**src/rtl/execute_stage_p.sv**
```systemverilog
// Execute pipeline stage: operand selection, single-cycle ALU, multi-cycle shift-add multiply,
// and registered result/flags/store-data/destination with valid/stall/flush control.
//
// Ports:
//   clk, rst          clock (rising edge), asynchronous active-low reset
//   in_valid/in_ready upstream handshake; in_ready = !stall && FSM idle
//   stall, flush      downstream hold request, pipeline squash
//   pc, a, b, imm, rd instruction operands and destination register
//   aluop, aluin1/2   operation and operand selects
//   out_valid         output registers hold a valid result
//   aluout, bout      registered result and store data (copy of b)
//   rdout             registered destination register
//   zero, pos         registered flags: result == 0, result signed > 0
//   busy              multiply in progress
module execute_stage_p #(
    parameter int unsigned WIDTH   = 16,
    parameter int unsigned RADDR_W = 4,
    parameter int unsigned PC_INC  = 2
) (
    input  logic               clk,
    input  logic               rst,
    input  logic               in_valid,
    output logic               in_ready,
    input  logic               stall,
    input  logic               flush,
    input  logic [WIDTH-1:0]   pc,
    input  logic [WIDTH-1:0]   a,
    input  logic [WIDTH-1:0]   b,
    input  logic [WIDTH-1:0]   imm,
    input  logic [RADDR_W-1:0] rd,
    input  logic [3:0]         aluop,
    input  logic               aluin1,
    input  logic [1:0]         aluin2,
    output logic               out_valid,
    output logic [WIDTH-1:0]   aluout,
    output logic [WIDTH-1:0]   bout,
    output logic [RADDR_W-1:0] rdout,
    output logic               zero,
    output logic               pos,
    output logic               busy
);

    localparam int unsigned SH_W  = $clog2(WIDTH);
    localparam logic [3:0]  OpMul = 4'd10;

    typedef enum logic [1:0] {StIdle, StMul, StDone} state_e;

    state_e               state_q;
    logic [SH_W-1:0]      count_q;
    logic [WIDTH-1:0]     acc_q;
    logic [WIDTH-1:0]     mul_a_q;
    logic [WIDTH-1:0]     mul_b_q;
    logic [WIDTH-1:0]     mul_st_q;
    logic [RADDR_W-1:0]   mul_rd_q;

    logic                 out_valid_q;
    logic [WIDTH-1:0]     aluout_q;
    logic [WIDTH-1:0]     bout_q;
    logic [RADDR_W-1:0]   rdout_q;
    logic                 zero_q;
    logic                 pos_q;

    logic [WIDTH-1:0]     op1;
    logic [WIDTH-1:0]     op2;
    logic [SH_W-1:0]      sh;
    logic [WIDTH-1:0]     alu_res;
    logic [WIDTH-1:0]     acc_next;
    logic [WIDTH-1:0]     load_val;
    logic                 accept;

    assign in_ready = !stall && (state_q == StIdle);
    assign accept   = in_valid && in_ready && !flush;
    assign busy     = (state_q != StIdle);

    always_comb begin
        op1 = aluin1 ? a : pc;
        op2 = '0;
        case (aluin2)
            2'd0:    op2 = b;
            2'd1:    op2 = WIDTH'(PC_INC);
            2'd2:    op2 = imm;
            default: op2 = '0;
        endcase
    end

    assign sh = op2[SH_W-1:0];

    always_comb begin
        alu_res = '0;
        case (aluop)
            4'd0:    alu_res = op1 + op2;
            4'd1:    alu_res = op1 - op2;
            4'd2:    alu_res = op1 & op2;
            4'd3:    alu_res = op1 | op2;
            4'd4:    alu_res = op1 ^ op2;
            4'd5:    alu_res = op1 << sh;
            4'd6:    alu_res = op1 >> sh;
            4'd7:    alu_res = $unsigned($signed(op1) >>> sh);
            4'd8:    alu_res = {{(WIDTH-1){1'b0}}, ($signed(op1) < $signed(op2))};
            4'd9:    alu_res = op2;
            default: alu_res = '0;
        endcase
    end

    // One partial product per cycle, LSB of the multiplier first.
    assign acc_next = mul_a_q[count_q] ? (acc_q + (mul_b_q << count_q)) : acc_q;

    // Outputs load either from the ALU (idle accept) or the multiply accumulator (done).
    assign load_val = (state_q == StDone) ? acc_q : alu_res;

    always_ff @(posedge clk or negedge rst) begin
        if (!rst) begin
            state_q     <= StIdle;
            count_q     <= '0;
            acc_q       <= '0;
            mul_a_q     <= '0;
            mul_b_q     <= '0;
            mul_st_q    <= '0;
            mul_rd_q    <= '0;
            out_valid_q <= 1'b0;
            aluout_q    <= '0;
            bout_q      <= '0;
            rdout_q     <= '0;
            zero_q      <= 1'b0;
            pos_q       <= 1'b0;
        end else if (flush) begin
            out_valid_q <= 1'b0;
            state_q     <= StIdle;
        end else begin
            case (state_q)
                StIdle: begin
                    if (accept) begin
                        if (aluop == OpMul) begin
                            mul_a_q     <= op1;
                            mul_b_q     <= op2;
                            mul_st_q    <= b;
                            mul_rd_q    <= rd;
                            count_q     <= '0;
                            acc_q       <= '0;
                            out_valid_q <= 1'b0;
                            state_q     <= StMul;
                        end else begin
                            aluout_q    <= load_val;
                            zero_q      <= (load_val == '0);
                            pos_q       <= !load_val[WIDTH-1] && (load_val != '0);
                            bout_q      <= b;
                            rdout_q     <= rd;
                            out_valid_q <= 1'b1;
                        end
                    end else if (!stall) begin
                        out_valid_q <= 1'b0;
                    end
                end
                StMul: begin
                    acc_q   <= acc_next;
                    count_q <= count_q + 1'b1;
                    if (count_q == SH_W'(WIDTH - 1)) begin
                        state_q <= StDone;
                    end
                end
                StDone: begin
                    if (!stall) begin
                        aluout_q    <= load_val;
                        zero_q      <= (load_val == '0);
                        pos_q       <= !load_val[WIDTH-1] && (load_val != '0);
                        bout_q      <= mul_st_q;
                        rdout_q     <= mul_rd_q;
                        out_valid_q <= 1'b1;
                        state_q     <= StIdle;
                    end
                end
                default: state_q <= StIdle;
            endcase
        end
    end

    assign out_valid = out_valid_q;
    assign aluout    = aluout_q;
    assign bout      = bout_q;
    assign rdout     = rdout_q;
    assign zero      = zero_q;
    assign pos       = pos_q;

endmodule

```
**config.mk**
```make
export PLATFORM = sky130hd
export DESIGN_NAME = execute_stage_p
export DESIGN_NICKNAME = d
export VERILOG_FILES = /design/src/rtl/execute_stage_p.sv
export SDC_FILE = /design/constraint.sdc
export NUM_CORES = 1
export LEC_CHECK = 0
export CORE_MARGIN = 1
export CORE_UTILIZATION = 50
export CTS_CLUSTER_DIAMETER = 80
export DETAILED_ROUTE_END_ITERATION = 6
export GPL_TIMING_DRIVEN = 0
export HOLD_SLACK_MARGIN = 0.05
export PLACE_DENSITY = 0.73
export SETUP_SLACK_MARGIN = 0.02
export SKIP_CTS_REPAIR_TIMING = 1
export SYNTH_ARGS = -nofsm -noshare
export SYNTH_HDL_FRONTEND = slang
export SYNTH_SLANG_ARGS = --single-unit
```
**constraint.sdc**
```tcl
create_clock -name clk -period 5.67 [get_ports clk]
set_clock_uncertainty 0.1 [all_clocks]
set_input_delay 1.701 -clock clk [delete_from_list [all_inputs] [get_ports clk]]
set_output_delay 1.701 -clock clk [all_outputs]
set_load 0.02 [all_outputs]
```
## Word-level counts from Yosys, hierarchy flattened

Index checks and enable logic that the tools add are counted.

- Flip-flop bits (word level): 113
- Bits in latches: 0
- Memory bits (writable): 0
- Bits in read-only memories: 0
- Input bits: 80
- Output and inout port bits: 41
- Word-level logic and storage cells: 119
- Memories kept: 0

- Add/subtract/negate cells: 4
- Multipliers: 0
- Div/mod/pow operators: 0
- Order comparisons: 2
- Equality and inequality tests: 25
- Shifts and indexed selects: 4
- Muxes and demuxes: 45
- Bitwise operators: 4
- Reductions and logical operators: 22

Operators by type and width:

| cell | count |
|---|---|
| 16-bit two-way mux | 11 |
| 16-bit case mux with 10 select lines | 1 |
| 16-bit case mux with 2 select lines | 3 |
| 16-bit case mux with 3 select lines | 1 |
| 16-bit adder | 2 |
| 16-bit by 4-bit left shift with 16-bit output | 2 |
| 4-bit two-way mux | 5 |
| 16-bit AND | 1 |
| 4-bit by 3-bit == test with 1-bit output (second input constant) | 4 |
| 4-bit == test (second input constant) | 4 |
| 16-bit logical NOT | 1 |
| 16-bit less-than comparator | 1 |
| 16-bit OR | 1 |
| 4-bit case mux with 2 select lines | 2 |
| 16-bit nonzero test | 1 |
| 16-bit by 4-bit >> shifter with 16-bit output | 1 |
| 16-bit by 4-bit >>> shifter with 16-bit output | 1 |
| 16-bit subtractor | 1 |
| 16-bit XOR | 1 |
| 1-bit two-way mux | 12 |
| 4-bit AND reduction | 3 |
| 2-bit two-way mux | 5 |
| 5-bit AND reduction | 2 |
| 3-bit != test (second input constant) | 3 |
| other kinds (21) | 37 |

## Longest topological paths before layout

- Depth after elaboration: 10
- Gate-level depth with buffers: 19

## Worst setup path before layout

OpenSTA, ideal clock, no wires.

- Path kind: in2reg
- Start point: input port aluin2[1]
- End point: register zero_q, in the netlist zero
- Setup time: 0.066 ns
- Arrival time: 5.338 ns
- Path slack: 0.166 ns
- Stages: 18
- Path buffers: 3
- Path through: buf_6 -> mux2_4 -> nand2_1 -> inv_2 -> buf_2 -> buf_1 -> ha_1 -> fa_1 -> o21bai_1 -> nand4_1 -> nand3_1 -> a2111oi_0 -> o41ai_1 -> xnor2_1 -> a221oi_1 -> o211ai_1 -> nor4_2 -> a32o_2

- Word-level cells in the longest chain between the ends: 9
- Elaborated cells on any way between the ends: 20
- Those cells by class: add/sub: 2; order compare: 1; eq/ne: 2; shift: 3; mux: 7; bitwise: 3; reduce/logical: 2

RTL lines:

| element | RTL line | source |
|---|---|---|
| from (decl) | 33 | `input logic [1:0] aluin2,` |
| 2-bit == test, or another cell as far along | 78 | `case (aluin2)` |
| 16-bit case mux with 3 select lines * | 78 |  |
| net op2[0] | 64 | `logic [WIDTH-1:0] op2;` |
| 16-bit subtractor, or another cell as far along | 92 | `4'd1: alu_res = op1 - op2;` |
| 16-bit case mux with 10 select lines * | 90 | `case (aluop)` |
| 16-bit two-way mux * | 109 | `assign load_val = (state_q == StDone) ? acc_q : alu_res;` |
| 16-bit logical NOT * | 144, 164 |  |
| 1-bit two-way mux | 133 | `if (aluop == OpMul) begin` |
| 1-bit two-way mux | 132 | `if (accept) begin` |
| 1-bit case mux with 2 select lines * | 130 | `case (state_q)` |
| to (signal assigned) | 144 | `zero_q <= (load_val == '0);` |
| to (signal assigned) | 164 | `zero_q <= (load_val == '0);` |
| to (decl) | 60 | `logic zero_q;` |

The timed path passes the listed nets; every way through them passes the cells marked *. The select of a mux whose other input is x is not followed.
A chain may end at the register's enable or synchronous reset.

## Worst setup path after layout

- Start point: input port imm[1]
- End point: register zero_q, in the netlist zero

- Word-level cells in the longest chain between the ends: 8
- Elaborated cells on any way between the ends: 17
- Those cells by class: add/sub: 2; order compare: 1; shift: 3; mux: 7; bitwise: 3; reduce/logical: 1

RTL lines:

| element | RTL line | source |
|---|---|---|
| from (decl) | 29 | `input logic [WIDTH-1:0] imm,` |
| 16-bit case mux with 3 select lines * | 78 |  |
| 16-bit subtractor, or another cell as far along | 92 |  |
| 16-bit case mux with 10 select lines * | 90 |  |
| 16-bit two-way mux * | 109 |  |
| 16-bit logical NOT * | 144, 164 |  |
| 1-bit two-way mux | 133 |  |
| 1-bit two-way mux | 132 |  |
| 1-bit case mux with 2 select lines * | 130 |  |

Every way passes the cells marked *; elsewhere a longest branch is shown, timed or not. The select of a mux whose other input is x is not followed.

==> results.sh <==
export IMPL_ys_seq_area_share_pct=25.40
export IMPL_yosys_mux_area_fraction_pct=14.30
export IMPL_total_power_uw=3426
export IMPL_worst_pin_slew_ns=1.236
export IMPL_ff2ff_path_depth=17
export IMPL_synth_adder_area_share_pct=7.845
export IMPL_dp_worst_setup_slack_ns=-1.506
export IMPL_dp_hpwl_um=37230
export IMPL_drt_met1_wl_um=18600
export IMPL_hold_violations=0
export IMPL_endpoint="zero"
export IMPL_route_detailed_drc=0
export IMPL_wl_met3_um=5275
export IMPL_synth_avg_cell_area_um2=8.414
export IMPL_critical_path_slowest_cell="clkdlybuf4s50_1"
export IMPL_post_drt_via_cell_ratio=6.898
export IMPL_timing_final_crit_period_ns=5.581
export IMPL_path_clk_slew_ns=0.06
export IMPL_port_buffers=116
export IMPL_power_leakage_uw=0.005697
export IMPL_ys_types=95
export IMPL_crit_path_max_incr_delay_ns=0.48
export IMPL_end_kind="register"
export IMPL_syn_to_final_growth_pct=22.34
export IMPL_placed_cells=1720
export IMPL_setup_viol=0
export IMPL_drive_above_1_share_pct=14.68
export IMPL_startpoint="imm[1]"
export IMPL_outcome="complete, no violations"
export IMPL_die_area_um2=22860
export IMPL_antenna_left=0
export IMPL_synth_xor_area_share_pct=1.495
export IMPL_synth_area_leader_cell="dfrtp_1"
export IMPL_start_util_pct=51.01
export IMPL_whs_ns=0.3749
export IMPL_wl_um=48580
export IMPL_worstHoldPathType="register to register"
export IMPL_antenna_found_initial=1
export IMPL_nFillCells=1911
export IMPL_dr_pass1_iters=6
export IMPL_drv_cap=0
export IMPL_critPathLaunchType="input port"
export IMPL_synthSimpleGateAreaFrac_pct=18.96
export IMPL_clock_sinks=113
export IMPL_crit_chain="clkdlybuf4s50_1 > and3b_1 > buf_8 > nor2_8 > buf_4 > buf_6 > buf_8 > ha_1 > nor2b_1 > o221ai_1 > a21oi_1 > a2111oi_2 > buf_2 > xnor2_1 > nand2_1 > a41o_1 > o211ai_1 > nor4_4 > a32o_2"
export IMPL_synthArstFlopShare_pct=100.0
export IMPL_yosysWarnings=0
export IMPL_rsz0062_at_grt="yes"
export IMPL_final_max_slew_violation_count=0
export IMPL_final_net_count=1613
export IMPL_r2r_end="acc_q[14]"
export IMPL_synthTopCellsByArea="dfrtp_1, ha_1, nand2_1"
export IMPL_ir_drop_uv=151.4
export IMPL_synth_top_cell_area_share_pct=25.40
export IMPL_synth_top_family_by_area="compound AO/OA/AOI/OAI gates"
export IMPL_gp_congestion=1.088
export IMPL_coreArea_um2=21820
export IMPL_wl_met2_um=21470
export IMPL_clockBufferDepth=2
export IMPL_die_h_um=151.2
export IMPL_pwr_density_cell_nw_per_um2=251.6
export IMPL_layoutNonFillerInstCount=1759
export IMPL_crit_type="input port to register"
export IMPL_num_vias=12134
export IMPL_postLayoutCoreUtil_pct=62.41
export IMPL_cp_arrival_ns=5.83
export IMPL_synth_edf_count=0
export IMPL_core_rowCount=54
export IMPL_period_share_pct=98.43
export IMPL_crit_path_max_fanout=12
export IMPL_grtUsageTotal_pct=43.17
export IMPL_ioPinCount=121
export IMPL_rrSetupSlack_ns=0.51
export IMPL_grt_pass1_wl_um=71750
export IMPL_clkLatencyLatePin_ns=0.42
export IMPL_die_x_um=151.2
export IMPL_h_tree_depth=4
export IMPL_drt_iter0_markers=1419
export IMPL_first_global_vias=11554
export IMPL_syn_num_nets=1471
export IMPL_root_buffer="clkbuf_16"
export IMPL_numCtsBuffers=17
export IMPL_cts_tree="built"
export IMPL_fmax_mhz=179.2
export IMPL_worstPathRequired_ns=5.92
export IMPL_finalWorstSetupSlack_ns=0.08925
export IMPL_grt_max_degree=70
export IMPL_synth_seq_cells=113
export IMPL_routed_top_layer="met4"
export IMPL_wl_per_cell_um=27.62
export IMPL_relSlewSlack_pct=17.45
export IMPL_crit_top_cell="buf_8"
export IMPL_syn_inst=1323
export IMPL_synth_compound_area_share_pct=26.03
export IMPL_syn_area_um2=11130
export IMPL_reg2reg_from="count_q[0]"
export IMPL_ys_flop_type="dfrtp_1"
export IMPL_grt_overflow=0
-- where the power goes --
| group | internal [uW] | switching (uW) |
|---|---|---|
| clock | 644 | 425 |
| sequential | 909 | 71.9 |
| combinational | 542 | 833 |
-- logic make-up after synthesis --
kind of cell               after synthesis
AOI/OAI and AO/OA                      430
buffers and inverters                  155
DFF                                    113
and+or+nand+nor                        419
xor gates and xnor gates                19
adders and majority gates               68
muxes                                  119
-- layer usage --
metal / track usage, % / up-vias
met2: 66.87 / 900
li1: - / 5248
met1: 55.08 / 5781
met5: 0 / -
met4: 25.65 / 0
met3: 9.277 / 205
-- cells in the final DEF (no fill, tap or decap), drive strengths merged, types with 32 or more instances in the layout --
master	synthesis	final
clkbuf	65	81
buf	35	45
nor2	88	88
dfrtp	113	113
mux2	32	32
inv	53	53
o21ai	98	98
nor3	35	35
mux2i	68	68
nand2	152	152
a21oi	91	91
clkdlybuf4s50	0	111
ha	65	65
-- cell usage after synthesis (all sizes together) (7+ instances only) --
library cell  number
dfrtp            113
mux4              19
inv               53
a22o              17
buf               35
xnor2             13
nand2b            11
o211ai            14
a2111oi            7
nor3b             10
o31ai              9
mux2i             68
a221oi             7
mux2              32
a31oi             21
nor2b             16
a21o              16
or4                7
nand3             17
nand2            152
o22ai             13
nand4              9
clkbuf            65
o21ai             98
nor2              88
o21bai            11
ha                65
a21oi             91
nor4              12
a211oi            27
o221ai            10
nand3b            12
or2               15
and2              10
nor3              35
a22oi             11
-- worst min path at each step --
stage	start	to	cells past startpoint
after global placement	mul_a_q[14]	mul_a_q[14]	2
after global routing	mul_a_q[6]	mul_a_q[6]	2
final	aluout[12]	aluout[12]	2
after detailed placement	aluout[4]	aluout[4]	2
after floorplan	mul_a_q[10]	mul_a_q[10]	2
after CTS	rdout[2]	rdout[2]	2
-- per-stage QoR --
stage / cell area, um^2 / TNS (ns)
floorplan: 11130 / 0
global placement: 12640 / -182.14
detailed placement: 12670 / -11.45
CTS: 13240 / -5.668
global route: 13620 / 0
finish: 13620 / 0
-- critical path, delay by kind of cell --
family | cells | cell delay [ns]
xor+xnor | 1 | 0.08
compound gates | 6 | 1.37
buf+inv | 6 | 1.49
fa+ha+maj | 1 | 0.28
simple gates | 5 | 0.91
-- flip-flops by register name, indices dropped and copies added (netlist names), 2 cells and up --
| register | count |
|---|---|
| state_q | 2 |
| mul_st_q | 16 |
| mul_a_q | 16 |
| mul_b_q | 16 |
| count_q | 4 |
| mul_rd_q | 4 |
| acc_q | 16 |
| aluout | 16 |
| rdout | 4 |
| bout | 16 |
-- cell type report --
cell class | count | area, um^2 | area share [%]
multi-input cells | 1055 | 7884 | 57.89
flip-flops and latches | 113 | 2828 | 20.76
repair buffers | 127 | 1269 | 9.316
plain buffers | 96 | 503.0 | 3.693
clock buffers | 18 | 429.2 | 3.151
well taps | 280 | 350.3 | 2.572
inverters | 55 | 211.5 | 1.553
clock inverters | 14 | 142.6 | 1.047
diodes | 1 | 2.502 | 0.01837
Power figures use the tool's default switching activity.
